`src/rtl/cmd_sequencer_if.sv`:
```
// RemoteComm link of the command sequencer: command word and send strobe out,
// transmit-complete and response byte back.
interface cmd_sequencer_if #(
   parameter int CMD_W = 16
);
   logic [CMD_W-1:0] cmd;
   logic             snd_cmd;
   logic             cmd_snt;
   logic             resp_rdy;
   logic [7:0]       resp;

   modport master (
      output cmd,
      output snd_cmd,
      input  cmd_snt,
      input  resp_rdy,
      input  resp
   );

   modport slave (
      input  cmd,
      input  snd_cmd,
      output cmd_snt,
      output resp_rdy,
      output resp
   );
endinterface

```
`src/rtl/cmd_sequencer.sv`:
```
// Command sequencer: queues command words and plays them to RemoteComm one at a
// time, waiting for transmit-complete and a positive acknowledge for each.
module cmd_sequencer #(
   parameter int          CMD_W   = 16,
   parameter int          DEPTH   = 8,
   parameter int          TMO_CYC = 1000000,
   parameter logic [7:0]  POS_ACK = 8'hA5
) (
   input  logic                   clk,
   input  logic                   rst,
   input  logic                   push,
   input  logic [CMD_W-1:0]       push_cmd,
   output logic                   full,
   output logic [$clog2(DEPTH):0] count,
   input  logic                   start,
   input  logic                   abort,
   cmd_sequencer_if.master        rc,
   output logic                   busy,
   output logic                   done,
   output logic                   err,
   output logic [1:0]             err_code,
   output logic [7:0]             n_acked
);

   localparam int AW = $clog2(DEPTH);
   localparam int CW = AW + 1;
   localparam int TW = $clog2(TMO_CYC + 1);

   localparam logic [1:0] ERR_NONE    = 2'd0;
   localparam logic [1:0] ERR_BAD_ACK = 2'd1;
   localparam logic [1:0] ERR_TIMEOUT = 2'd2;
   localparam logic [1:0] ERR_ABORTED = 2'd3;

   typedef enum logic [2:0] {
      IDLE,
      LOAD,
      WAIT_SNT,
      WAIT_RESP,
      DONE,
      ERR
   } state_t;

   state_t           state;
   logic [CMD_W-1:0] mem [DEPTH];
   logic [AW-1:0]    wr_ptr;
   logic [AW-1:0]    rd_ptr;
   logic [CW-1:0]    count_r;
   logic [TW-1:0]    tmo_cnt;
   logic [CMD_W-1:0] cmd_r;
   logic             snd_cmd_r;
   logic             pop;
   logic             push_ok;
   logic             tmo_hit;

   // A full queue still takes a push when the head is popped in the same cycle.
   assign pop     = (state == LOAD) && !abort;
   assign push_ok = push && !rst && !abort && (!full || pop);
   assign full    = (count_r == CW'(DEPTH));
   assign count   = count_r;
   assign tmo_hit = (tmo_cnt == TW'(TMO_CYC - 1));

   assign rc.cmd     = cmd_r;
   assign rc.snd_cmd = snd_cmd_r;

   always_ff @(posedge clk) begin
      if (push_ok)
         mem[wr_ptr] <= push_cmd;
   end

   always_ff @(posedge clk) begin
      if (rst || abort) begin
         wr_ptr  <= '0;
         rd_ptr  <= '0;
         count_r <= '0;
      end else begin
         if (push_ok)
            wr_ptr <= wr_ptr + AW'(1);
         if (pop)
            rd_ptr <= rd_ptr + AW'(1);
         case ({push_ok, pop})
            2'b10:   count_r <= count_r + CW'(1);
            2'b01:   count_r <= count_r - CW'(1);
            default: count_r <= count_r;
         endcase
      end
   end

   // err/err_code are raised on the edge that enters ERR; the ERR state itself
   // only drops busy and returns to IDLE.
   always_ff @(posedge clk) begin
      if (rst) begin
         state     <= IDLE;
         cmd_r     <= '0;
         snd_cmd_r <= 1'b0;
         busy      <= 1'b0;
         done      <= 1'b0;
         err       <= 1'b0;
         err_code  <= ERR_NONE;
         n_acked   <= '0;
         tmo_cnt   <= '0;
      end else begin
         snd_cmd_r <= 1'b0;
         done      <= 1'b0;
         if (abort) begin
            if (state != IDLE) begin
               err      <= 1'b1;
               err_code <= ERR_ABORTED;
               busy     <= 1'b0;
               state    <= IDLE;
            end
         end else begin
            case (state)
               IDLE: begin
                  if (start) begin
                     err      <= 1'b0;
                     err_code <= ERR_NONE;
                     if (count_r != '0) begin
                        busy    <= 1'b1;
                        n_acked <= '0;
                        state   <= LOAD;
                     end else begin
                        done <= 1'b1;
                     end
                  end
               end
               LOAD: begin
                  cmd_r     <= mem[rd_ptr];
                  snd_cmd_r <= 1'b1;
                  tmo_cnt   <= '0;
                  state     <= WAIT_SNT;
               end
               WAIT_SNT: begin
                  if (rc.cmd_snt) begin
                     tmo_cnt <= '0;
                     state   <= WAIT_RESP;
                  end else if (tmo_hit) begin
                     err      <= 1'b1;
                     err_code <= ERR_TIMEOUT;
                     state    <= ERR;
                  end else begin
                     tmo_cnt <= tmo_cnt + TW'(1);
                  end
               end
               WAIT_RESP: begin
                  if (rc.resp_rdy) begin
                     if (rc.resp == POS_ACK) begin
                        if (n_acked != 8'hFF)
                           n_acked <= n_acked + 8'd1;
                        state <= (count_r != '0) ? LOAD : DONE;
                     end else begin
                        err      <= 1'b1;
                        err_code <= ERR_BAD_ACK;
                        state    <= ERR;
                     end
                  end else if (tmo_hit) begin
                     err      <= 1'b1;
                     err_code <= ERR_TIMEOUT;
                     state    <= ERR;
                  end else begin
                     tmo_cnt <= tmo_cnt + TW'(1);
                  end
               end
               DONE: begin
                  done  <= 1'b1;
                  busy  <= 1'b0;
                  state <= IDLE;
               end
               ERR: begin
                  busy  <= 1'b0;
                  state <= IDLE;
               end
               default: state <= IDLE;
            endcase
         end
      end
   end

endmodule

```
`src/flat_wrapper.sv`:
```
// flat-port wrapper written by rule: the top's interface ports become plain ports
module cmd_sequencer_flat 
#(
   parameter int          CMD_W   = 16,
   parameter int          DEPTH   = 8,
   parameter int          TMO_CYC = 1000000,
   parameter logic [7:0]  POS_ACK = 8'hA5
)
  (clk, rst, push, push_cmd, full, count, start, abort, busy, done, err, err_code, n_acked, rc_cmd, rc_snd_cmd, rc_cmd_snt, rc_resp_rdy, rc_resp);
  cmd_sequencer_if #(.CMD_W(CMD_W)) rc_i ();
  input  logic clk;
  input  logic rst;
  input  logic push;
  input  logic [CMD_W-1:0] push_cmd;
  output logic full;
  output logic [$clog2(DEPTH):0] count;
  input  logic start;
  input  logic abort;
  output logic busy;
  output logic done;
  output logic err;
  output logic [1:0] err_code;
  output logic [7:0] n_acked;
  output wire logic [$bits(rc_i.cmd)-1:0] rc_cmd;
  output wire logic [$bits(rc_i.snd_cmd)-1:0] rc_snd_cmd;
  input wire logic [$bits(rc_i.cmd_snt)-1:0] rc_cmd_snt;
  input wire logic [$bits(rc_i.resp_rdy)-1:0] rc_resp_rdy;
  input wire logic [$bits(rc_i.resp)-1:0] rc_resp;
  assign rc_cmd = rc_i.cmd;
  assign rc_snd_cmd = rc_i.snd_cmd;
  assign rc_i.cmd_snt = rc_cmd_snt;
  assign rc_i.resp_rdy = rc_resp_rdy;
  assign rc_i.resp = rc_resp;
  cmd_sequencer #(.CMD_W(CMD_W), .DEPTH(DEPTH), .TMO_CYC(TMO_CYC), .POS_ACK(POS_ACK)) u_core (.clk(clk), .rst(rst), .push(push), .push_cmd(push_cmd), .full(full), .count(count), .start(start), .abort(abort), .rc(rc_i), .busy(busy), .done(done), .err(err), .err_code(err_code), .n_acked(n_acked));
endmodule
```
`config.mk`:
```
export PLATFORM = sky130hd
export DESIGN_NAME = cmd_sequencer_flat
export DESIGN_NICKNAME = d
export VERILOG_FILES = /design/src/rtl/cmd_sequencer_if.sv /design/src/rtl/cmd_sequencer.sv /design/src/flat_wrapper.sv
export SDC_FILE = /design/constraint.sdc
export NUM_CORES = 1
export LEC_CHECK = 0
export CAP_MARGIN = 25
export CORE_ASPECT_RATIO = 0.5
export CORE_MARGIN = 2
export CORE_UTILIZATION = 62
export DETAILED_ROUTE_END_ITERATION = 8
export PLACE_DENSITY_LB_ADDON = 0.08
export SYNTH_ARGS = -nofsm -noshare
export SYNTH_HDL_FRONTEND = slang
export SYNTH_SLANG_ARGS = --single-unit
```
`constraint.sdc`:
```
create_clock -name clk -period 5.13 [get_ports clk]
set_input_delay 1.026 -clock clk [delete_from_list [all_inputs] [get_ports clk]]
set_output_delay 1.026 -clock clk [all_outputs]
set_load 0.05 [all_outputs]
```
; ---- After elaboration in Yosys (flattened, before gate mapping)
; Memory sizes are Yosys's and may differ from the RTL's. A register that Yosys moved wholly into a read port is not among the register bits.
; Cells that the tools add are included.
[word_totals]
memories = 1
register_bits = 47
inputBits = 31
out_inout_bits = 35
word_cells = 114
ram_bits = 128
[op_classes]
addsub = 6
n_mux = 48
reduce_logical = 25
eq_ne = 22
bitwise = 1
[memory_table]
columns = memory, words, word_bits, read_ports, rd_clocked_by_memory_dff, wr, line
row1 = u_core.mem, 8, 16, 1, 1, 1, cmd_sequencer.sv:44  ; logic [CMD_W-1:0] mem [DEPTH];
[op_table]
columns = operator, count
row1 = two-way mux 20 bit, 3
row2 = one-hot mux 20 bit (3 select lines), 1
row3 = two-way mux 8 bit, 5
row4 = two-way mux 3 bit, 9
row5 = adder 20 x 1 -> 20 bit (second input constant), 1
row6 = equality test 20 bit (second input constant), 1
row7 = two-way mux 1 bit, 16
row8 = one-hot mux 8 bit (2 select lines), 1
row9 = two-way mux 2 bit, 7
row10 = one-hot mux 3 bit (4 select lines), 1
row11 = nonzero test 3 bit, 3
row12 = adder 8 x 1 -> 8 bit (second input constant), 1
row13 = equality test 8 bit (second input constant), 1
row14 = inequality test 2 x 1 -> 1 bit (second input constant), 4
row15 = inequality test 8 bit (second input constant), 1
row16 = one-hot mux 4 bit (2 select lines), 1
row17 = nonzero test 4 bit, 2
row18 = AND reduction 7 bit, 1
row19 = adder 3 x 1 -> 3 bit (second input constant), 2
row20 = equality test 3 x 2 -> 1 bit (second input constant), 2
row21 = equality test 3 bit (second input constant), 2
row22 = inequality test 2 bit (second input constant), 3
row23 = inequality test 3 bit (second input constant), 2
row24 = one-hot mux 2 bit (3 select lines), 1
row25 = 21 further kinds, 31

; ---- Logic depth before layout (Yosys ltp)
; Gate-level depths: netlist of run 1.
[logic_depth]
word_depth = 6
depth_mapped = 11

; ---- Worst setup path after synthesis of run 1
; No wires, ideal clock.
[synth_timing]
kind = input to register
startpoint = input rst
endpoint = memory u_core.mem[1][0], enable pin
cell_stages = 5
t_required_ns = 4.721
n_path_buf = 1
path_slack_ns = 1.733
arrival_ns = 2.988
cell_sequence = clkbuf_1 -> nor2_1 -> o311ai_1 -> or2_1 -> nor3_1
[synth_between]
elab_chain_len = 6
[synth_rtl]
columns = item, line
row1 = from (decl), flat_wrapper.sv:12  ; input logic rst;
row2 = zero test 1 bit, cmd_sequencer.sv:57  ; assign push_ok = push && !rst && !abort && (!full || pop);
row3 = logical AND 1 bit (3 in series), cmd_sequencer.sv:57
row4 = two-way mux 1 bit, cmd_sequencer.sv:66  ; if (push_ok)
row5 = two-way mux 1 bit (implied by the code), cmd_sequencer.sv:67  ; mem[wr_ptr] <= push_cmd;
row6 = to (decl), cmd_sequencer.sv:44
; Every way passes these cells.

; ---- Worst setup path after layout of run 1
[layout_timing]
startpoint = register u_core.count_r[0], in the netlist u_core.count[0]
endpoint = output full
[layout_between]
elab_chain_len = 1
[layout_rtl]
columns = item, line
row1 = from (decl), cmd_sequencer.sv:47  ; logic [CW-1:0] count_r;
row2 = from (signal assigned), cmd_sequencer.sv:81  ; 2'b10: count_r <= count_r + CW'(1);
row3 = from (signal assigned), cmd_sequencer.sv:82  ; 2'b01: count_r <= count_r - CW'(1);
row4 = from (signal assigned), cmd_sequencer.sv:83  ; default: count_r <= count_r;
row5 = equality test 4 bit, cmd_sequencer.sv:58  ; assign full = (count_r == CW'(DEPTH));
row6 = to (decl), flat_wrapper.sv:15  ; output logic full;
; Every way passes these cells.

==> reports/summary.txt, run 1 <==
Root Buffer -> clkbuf_16
LEAKAGE -> 2.91 nW
post-DP HPWL -> 9890 um
post-synthesis xor/xnor area fraction -> 0.0144
TritonCTS clock tree -> yes
initial DRC count -> 633
largest cells by area after synthesis -> edfxtp_1 49%, dfxtp_1 16%, mux4_2 9.1%, nor2_1 2.6%, mux2i_1 2.2%
design internal power -> 2.35 mW
clk_skew -> 0.00928 ns
Hold Vio Cnt, Final -> 0
pre-CTS WS -> 1.40 ns
top-count cell post-synth -> edfxtp_1
Setup TNS -> 0 ns
Post-CTS Hold Buffers -> 0
Num CTS Buffers -> 17
IO Pins -> 66
Post-Synth Adder-Cell Area -> 0.0111
mux share of post-synthesis cell area -> 0.113
GRT Overall Usage -> 0.249
max-cap violations -> 0
Chip Width -> 164 um
post-synth top area share -> 0.486
clk sinks -> 191
I/O Buffers -> 65
WP data arrival -> 2.40 ns
maximum clock rate -> 292 MHz
Data required, critical path -> 4.10 ns
largest net degree at the start of global routing -> 36
Final period util -> 0.669
Startpoint Class -> flop
Antenna Nets Post-Route -> 0
NumNets Final -> 677
FF-to-FF Start -> u_core.count[0]
worst slew pin tran -> 0.980 ns
EDFF count, synth -> 128
initial antenna violation count -> 0
DRC Markers -> 0
syn_nets -> 606
register area -> 5110 um^2
WL final -> 16200 um
CP Launch Point -> u_core.count[0]
Slew headroom -> 0.343
WS Path Type -> reg2out
worst skew pair latency -> 0.43 ns
final core utilization -> 0.750
synthesized cell area -> 7910 um^2
hold_sp -> u_core.wr_ptr[0]
Peak VDD IR -> 0.226 mV
number of vias per cell -> 6.19
average wire per standard cell -> 19.7 um
final setup violation count -> 0
DRT Pass-1 Iters -> 5
RSZ-0062 raised after global routing -> no
layout cells sized above 1 -> 0.138
Seq pwr share -> 0.538
clock share of power -> 0.431
Filler cells -> 826
most common flop cell mapped by yosys -> edfxtp_1
Synth area leader -> edfxtp_1
Syn. warnings -> 0
pwr dens -> 325 nW/um^2
Post-CTS Setup Repair Bufs -> 0
clock-pin slew of the registers on the worst-case setup and hold paths -> 0.07 ns
Psw -> 714 uW
synthesis-to-layout area growth -> 19.1%
Worst Hold Class -> reg2reg
total grt overflow -> 0
Post-Synth Simple-Gate Area -> 0.119
library cells used by synthesis -> 58
core area -> 12600 um^2
die area -> 13700 um^2
CTS resizes -> 0
post-route worst setup slack -> 1.70 ns
starting density of the core -> 0.630
largest family of logic cells by synthesized area -> simple AND/OR/NAND/NOR gates
H-tree levels -> 4
Multi-input gate area -> 2650 um^2
sequential area share after synthesis -> 0.646
Min Clock Period, post-route -> 3.43 ns
Net Sw Frac -> 0.233
diode count -> 0
via count -> 5092
status -> finished, final reports clean
vias in the first global route -> 4858
deepest clock path buffer count -> 2
Comb pwr share -> 0.030
die height -> 83.9 um
Syn Inst Count -> 568
GP Congestion -> 0.883
Compound-Gate Fraction of Synth Area -> 0.0760
share of synthesized registers carrying an async set or reset -> 0
largest fanout on the critical path -> 9
syn avg cell area -> 13.9 um^2
synthesized flop and latch total -> 191
row count -> 29
first-pass GRT wire length -> 25700 um
Final Total Pwr -> 3.06 mW
Post-synth top cells -> 128 x edfxtp_1, 63 x dfxtp_1, 54 x nor2_1, 32 x mux4_2, 24 x a21oi_1
crit end category -> output pin
Slew Viols, Final -> 0
## placed cells by master, fill, tap and decap left out, types with 3 or more instances in the layout
master	instances
o211ai_1	4
or4_1	6
inv_1	12
nand3_1	11
a211oi_1	20
nand3b_1	3
edfxtp_1	128
a31oi_1	3
o31ai_1	3
nand2b_1	8
clkinv_8	5
nor2b_1	5
a21oi_1	24
clkbuf_16	17
xor2_1	7
a2111oi_0	3
nand2_1	23
ha_1	7
and3_1	4
nor4_1	3
xnor2_1	6
or3_1	13
o21ai_0	16
mux4_2	32
nand4b_1	3
buf_4	15
nor3_2	4
nor3_1	7
nor2_1	53
nor4b_1	3
dfxtp_1	62
nand4_1	13
mux2i_1	17
clkdlybuf4s50_1	65
## logic make-up after synthesis
group / Yosys count
AOI/OAI and AO/OA: 92
xor gates and xnor gates: 13
adders and majority gates: 7
buffers and inverters: 41
DFF: 191
muxes: 49
and+or+nand+nor: 175
## sequential cells by signal, indices dropped and copies added, names as in the netlist
| signal | count |
|---|---|
| u_core.mem | 128 |
| u_core.tmo_cnt | 20 |
| u_core.rc.cmd | 16 |
| u_core.n_acked | 8 |
| u_core.count | 4 |
| u_core.rd_ptr | 3 |
| u_core.state | 3 |
| u_core.wr_ptr | 3 |
| u_core.err_code | 2 |
| u_core.busy | 1 |
| u_core.done | 1 |
| u_core.err | 1 |
| u_core.rc.snd_cmd | 1 |
## metrics by stage
| stage | std cells | hold WS [ns] | cell area [um^2] |
|---|---|---|---|
| 2_1_floorplan | 568 | 0.432 | 7910 |
| 4_1_cts | 822 | 0.487 | 9420 |
| 3_3_place_gp | 789 | 0.466 | 8780 |
| 6_report | 822 | 0.495 | 9420 |
| 5_1_grt | 822 | 0.505 | 9420 |
| 3_5_place_dp | 790 | 0.475 | 8800 |
## power by group through the flow
stage               registers [mW]  logic, mW  clock network, mW
floorplan                     1.69     0.0329                  0
global placement              1.68     0.0906                  0
detailed placement            1.68     0.0922                  0
CTS                           1.65     0.0930               1.34
global route                  1.65      0.100               1.40
finish                        1.65     0.0934               1.32
## routing by layer
layer	vias to the layer above	wire [um]	global-route usage
li1	2353	-	-
met1	2529	7030	0.360
met2	195	7850	0.398
met3	15	1140	0.0512
met4	0	138	0.0510
met5	-	0	0
## critical path: stages, from the launching register on
cell and delay, ns:
dfxtp_1 0.40, or3_1 0.44, or2_2 0.30, inv_1 0.06
clkdlybuf4s50_1 0.79
## area by class of cell
cell class                 count  share of cell area
clock buffer                  17              0.0452
clock inverter                15              0.0198
inverter                      12             0.00478
multi-input combinational    336               0.281
sequential                   191               0.542
tap                          170              0.0226
timing repair buffer          81              0.0840
## final timing paths
check / depth (start not counted) / end / slack [ns]
setup / recovery: 4 / full / 1.70
hold / removal: 2 / u_core.wr_ptr[0] / 0.49
setup reg to reg: 9 / u_core.count[2] / 2.19
hold reg to reg: 2 / u_core.wr_ptr[0] / 0.49
No activity file was read; power rests on OpenSTA's default activity.
==> inputs of run 2 (changes only) <==
- CORE_UTILIZATION: 62 -> 52
- clock period: 5.13 -> 3 ns (I/O delays scaled with it)
==> run 2 against run 1 <==
Critical path depth unchanged. Non-clock buffer count increased by 21. Cell count increased by 6.0%. First-iteration DRC count decreased by 15%. Combinational power increased by 81%. Global-route usage decreased by 3.8 points. Critical endpoint unchanged.
==> reports/summary.txt, run 2 (synthesis results as in run 1) <==
core area -> 14700 um^2 (was 12600 um^2)
Post-CTS Hold Buffers -> 0 (unchanged)
Slew Viols, Final -> 0 (unchanged)
diode count -> 0 (unchanged)
layout cells sized above 1 -> 0.163 (was 0.138)
fin cells -> 871 (was 822)
Final Total Pwr -> 5.12 mW (was 3.06 mW)
NumNets Final -> 698 (was 677)
hold depth -> 2 (unchanged)
Antenna Nets Post-Route -> 0 (unchanged)
worst path bufs/invs -> 2 (unchanged)
CTS resizes -> 0 (unchanged)
Worst Hold Class -> reg2reg (unchanged)
max-cap violations -> 0 (unchanged)
Critical Path Stages -> 4 (unchanged)
vias in the first global route -> 4841 (was 4858)
final core utilization -> 0.654 (was 0.750)
WS Path Type -> reg2out (unchanged)
H-tree levels -> 4 (unchanged)
most frequent cells in the layout -> 128 x edfxtp_1, 64 x clkdlybuf4s50_1, 62 x dfxtp_1 (was 128 x edfxtp_1, 65 x clkdlybuf4s50_1, 62 x dfxtp_1)
Startpoint Class -> flop (unchanged)
first-pass GRT wire length -> 25800 um (was 25700 um)
Final period util -> 0.850
clk_skew -> 0.0101 ns (was 0.00928 ns)
DRC Markers -> 0 (unchanged)
placed cells -> 839 (was 790)
RSZ-0062 raised after global routing -> no (unchanged)
die height -> 91.2 um (was 83.9 um)
post-DP HPWL -> 10200 um (was 9890 um)
starting density of the core -> 0.539 (was 0.630)
row count -> 31 (was 29)
crit end category -> output pin (unchanged)
crit-path max cell delay -> 0.41 ns (was 0.79 ns)
die area -> 16300 um^2 (was 13700 um^2)
CP Cell Sequence -> or3_1 > or2_2 > inv_1 > dlymetal6s2s_1 (was or3_1 > or2_2 > inv_1 > clkdlybuf4s50_1)
Multi-input gate area -> 2650 um^2 (unchanged)
crit path max-delay cell type -> dlymetal6s2s_1 (was clkdlybuf4s50_1)
DRT Pass-1 Iters -> 5 (unchanged)
WHS -> 0.491 ns (was 0.495 ns)
deepest clock path buffer count -> 2 (unchanged)
Root Buffer -> clkbuf_16 (unchanged)
synthesis-to-layout area growth -> 21.2% (was 19.1%)
IO Pins -> 66 (unchanged)
LEAKAGE -> 3.01 nW (was 2.91 nW)
Post-CTS Setup Repair Bufs -> 0 (unchanged)
TritonCTS clock tree -> yes (unchanged)
WP data arrival -> 1.95 ns (was 2.40 ns)
final setup violation count -> 0 (unchanged)
Slew headroom -> 0.590 (was 0.343)
Num CTS Buffers -> 17 (unchanged)
Peak VDD IR -> 0.388 mV (was 0.226 mV)
via count -> 4978 (was 5092)
Min Clock Period, post-route -> 2.55 ns
maximum clock rate -> 392 MHz
largest fanout on the critical path -> 9 (unchanged)
most common cell after layout, fill and taps aside -> edfxtp_1 (unchanged)
I/O Buffers -> 65 (unchanged)
total grt overflow -> 0 (unchanged)
worst skew pair latency -> 0.43 ns (about the same)
Hold Vio Cnt, Final -> 0 (unchanged)
flip-flop count of the largest register after layout -> 128 (unchanged)
clk sinks -> 191 (unchanged)
status -> finished, final reports clean (unchanged)
Filler cells -> 1106 (was 826)
register area -> 5110 um^2 (unchanged)
initial DRC count -> 538 (was 633)
number of vias per cell -> 5.72 (was 6.19)
average wire per standard cell -> 18.3 um (was 19.7 um)
Data required, critical path -> 2.40 ns (was 4.10 ns)
clock-pin slew of the registers on the worst-case setup and hold paths -> 0.07 ns (about the same)
largest net degree at the start of global routing -> 35 (was 36)
initial antenna violation count -> 0 (unchanged)
Setup TNS -> 0 ns (unchanged)
WL final -> 15900 um (was 16200 um)
worst slew pin tran -> 0.611 ns (was 0.980 ns)
GP Congestion -> 0.832 (was 0.883)
largest register by flop count -> u_core.mem (unchanged)
GRT Overall Usage -> 0.210 (was 0.249)
crit-path leading delay family -> simple AND/OR/NAND/NOR gates (was buffers and inverters)
reg2reg path depth -> 9 (unchanged)
Chip Width -> 178 um (was 164 um)
pwr dens -> 534 nW/um^2 (was 325 nW/um^2)
[run 2: changes by cell type in the layout (fill, tap and decap cells not counted), sizes merged, moves of 2 or more]
cell      delta
inv          -3
buf         +21
clkinvlp     +4
clkinv       -2
[run 2: metal layers]
layer  routed length (um)  vias to the layer above  track usage
li1                     -                     2396            -
met1                 7730                     2453        0.298
met2                 7410                      112        0.328
met3                  586                       17       0.0482
met4                  198                        0       0.0596
met5                    0                        -            0
[run 2: report_power, final]
part / total (mW) / leakage (nW) / switching (mW) / internal (mW)
clock network: 2.13 / 0.257 / 1.04 / 1.09
registers: 2.82 / 1.66 / 0.00506 / 2.81
logic: 0.169 / 1.09 / 0.0950 / 0.0738
total: 5.12 / 3.01 / 1.14 / 3.98
[run 2: path summary, 6_finish.rpt]
| path | startpoint | to | slack [ns] |
|---|---|---|---|
| setup / recovery | u_core.count[2] | full | 0.45 |
| hold / removal | u_core.wr_ptr[0] | u_core.wr_ptr[0] | 0.49 |
| setup reg to reg | u_core.count[2] | u_core.count[2] | 0.57 |
| hold reg to reg | u_core.wr_ptr[0] | u_core.wr_ptr[0] | 0.49 |
[run 2: per-stage QoR]
stage | worst slack, ns | instance area (um^2)
final | 0.450 | 9580
after global routing | 0.335 | 9580
after CTS | 0.0346 | 9580
after detailed placement | 0.135 | 9010
after global placement | 0.203 | 9010
after floorplan | 0.0320 | 7920
[run 2: cell type report]
class	instances	area share
clock buffers	18	0.0448
clock inverters	14	0.0141
inverters	12	0.00470
multi-input cells	336	0.277
flip-flops and latches	191	0.533
well taps	198	0.0259
repair buffers	102	0.101
[run 2: worst min-delay path, cell delays in order, from the launching register on]
cell	delay (ns)
dfxtp_1	0.33
nand2_1	0.06
a21oi_1	0.06
==> inputs of run 3 (changes only) <==
- CORE_UTILIZATION: 52 -> 58
- PLACE_DENSITY: unset -> 0.8
- PLACE_DENSITY_LB_ADDON: 0.08 -> unset
- clock period: 3 -> 2.4 ns (I/O delays scaled with it)
==> run 3 against run 2 <==
Clock power up 29%. Die area fell by 10%. Setup slack got worse by 0.34 ns. Total power up 27%. Sequential share of layout area decreased by 1.2 points. Combinational power grew 33%. Sequential cell count stayed put. Via count rose by 4.9%. Register-to-register slack got worse by 0.46 ns. Cell count is 0.46% lower. First-iteration DRC count decreased by 9.3%. Critical path type is now reg2reg. Largest cell class unchanged. Largest power group unchanged.
==> reports/summary.txt, run 3 (synthesis results as in run 1) <==
TritonCTS clock tree -> yes (unchanged)
Slew headroom -> 0.558 (was 0.590)
Min Clock Period, post-route -> 2.29 ns
total grt overflow -> 0 (unchanged)
synthesis-to-layout area growth -> 24.1% (was 21.2%)
WP data arrival -> 2.66 ns (was 1.95 ns)
Antenna Nets Post-Route -> 0 (unchanged)
layout cells sized above 1 -> 0.200 (was 0.163)
first-pass GRT wire length -> 26700 um (was 25800 um)
DRT Pass-1 Iters -> 6 (was 5)
die area -> 14600 um^2 (was 16300 um^2)
Hold Vio Cnt, Final -> 0 (unchanged)
LEAKAGE -> 3.12 nW (was 3.01 nW)
CTS resizes -> 0 (unchanged)
pwr dens -> 662 nW/um^2 (was 534 nW/um^2)
crit end category -> flop (was output pin)
initial DRC count -> 488 (was 538)
largest register by flop count -> u_core.mem (unchanged)
Slew Viols, Final -> 0 (unchanged)
Final Total Pwr -> 6.50 mW (was 5.12 mW)
Chip Width -> 169 um (was 178 um)
GRT Overall Usage -> 0.248 (was 0.210)
NumNets Final -> 716 (was 698)
deepest clock path buffer count -> 2 (unchanged)
worst skew pair latency -> 0.44 ns (was 0.43 ns)
clock-pin slew of the registers on the worst-case setup and hold paths -> 0.07 ns (about the same)
IO Pins -> 66 (unchanged)
H-tree levels -> 4 (unchanged)
average wire per standard cell -> 19.8 um (was 18.3 um)
status -> finished, final reports clean (unchanged)
Num CTS Buffers -> 17 (unchanged)
vias in the first global route -> 5149 (was 4841)
post-DP HPWL -> 10600 um (was 10200 um)
clk_skew -> 0.0124 ns (was 0.0101 ns)
Peak VDD IR -> 0.471 mV (was 0.388 mV)
worst slew pin tran -> 0.660 ns (was 0.611 ns)
max-cap violations -> 0 (unchanged)
die height -> 86.6 um (was 91.2 um)
I/O Buffers -> 65 (unchanged)
Post-CTS Hold Buffers -> 0 (unchanged)
most common cell after layout, fill and taps aside -> edfxtp_1 (unchanged)
WS Path Type -> reg2reg (was reg2out)
Data required, critical path -> 2.76 ns (was 2.40 ns)
core area -> 13400 um^2 (was 14700 um^2)
Non-Filler Cell Area, Final -> 9810 um^2 (was 9580 um^2)
row count -> 30 (was 31)
largest net degree at the start of global routing -> 35 (unchanged)
DRC Markers -> 0 (unchanged)
final setup violation count -> 0 (unchanged)
number of vias per cell -> 6.02 (was 5.72)
via count -> 5220 (was 4978)
most frequent cells in the layout -> 128 x edfxtp_1, 64 x clkdlybuf4s50_1, 60 x dfxtp_1 (was 128 x edfxtp_1, 64 x clkdlybuf4s50_1, 62 x dfxtp_1)
GP Congestion -> 0.811 (was 0.832)
initial antenna violation count -> 0 (unchanged)
Post-CTS Setup Repair Bufs -> 0 (unchanged)
Worst Hold Class -> reg2reg (unchanged)
Final period util -> 0.955
largest fanout on the critical path -> 3 (was 9)
starting density of the core -> 0.588 (was 0.539)
maximum clock rate -> 436 MHz
diode count -> 0 (unchanged)
WHS -> 0.483 ns (was 0.491 ns)
post-placement cell area -> 9230 um^2 (was 9010 um^2)
clk sinks -> 191 (unchanged)
Root Buffer -> clkbuf_16 (unchanged)
RSZ-0062 raised after global routing -> no (unchanged)
Startpoint Class -> flop (unchanged)
WL final -> 17100 um (was 15900 um)
flip-flop count of the largest register after layout -> 128 (unchanged)
run 3: area by class of cell:
| cell class | instances | area [um^2] |
|---|---|---|
| Multi-Input combinational cell | 336 | 2700 |
| Inverter | 12 | 45.0 |
| Tap cell | 176 | 220 |
| Clock buffer | 17 | 425 |
| Timing Repair Buffer | 120 | 1160 |
| Clock inverter | 15 | 151 |
| Fill cell | 841 | 3630 |
| Sequential cell | 191 | 5110 |
run 3: final timing paths:
path / start / endpoint / slack [ns] / depth (start not counted)
max: u_core.count[1] / u_core.count[2] / 0.11 / 9
min: u_core.wr_ptr[0] / u_core.wr_ptr[0] / 0.48 / 2
max reg2reg: u_core.count[1] / u_core.count[2] / 0.11 / 9
min reg2reg: u_core.wr_ptr[0] / u_core.wr_ptr[0] / 0.48 / 2
run 3: per-stage QoR:
stage / utilization / setup slack, ns / instances / setup TNS, ns
2_1_floorplan: - / -0.170 / 568 / -8.25
3_3_place_gp: 0.686 / -0.119 / 834 / -5.46
3_5_place_dp: 0.686 / -0.162 / 834 / -9.88
4_1_cts: 0.729 / 0.103 / 866 / 0
5_1_grt: 0.730 / 0.00564 / 867 / 0
6_report: 0.730 / 0.107 / 867 / 0
run 3: critical path, stage by stage (launching register included):
cell and delay, ns:
dfxtp_4 0.34, or3_4 0.40, o311ai_4 0.31, ha_2 0.24, xor2_1 0.15, ha_1 0.16
a21oi_1 0.05, xor2_1 0.15, or3_1 0.31, a21oi_1 0.13
run 3: per-layer routing:
metal | share of wire | wire (um) | global-route usage
met5 | 0 | 0 | 0
met4 | 0.028 | 483 | 0.120
met3 | 0.055 | 942 | 0.0562
met2 | 0.50 | 8590 | 0.417
met1 | 0.42 | 7120 | 0.313
run 3: power by group:
| group | internal [mW] | switching, mW |
|---|---|---|
| combinational | 0.101 | 0.124 |
| clock | 1.39 | 1.36 |
| sequential | 3.52 | 0.00691 |
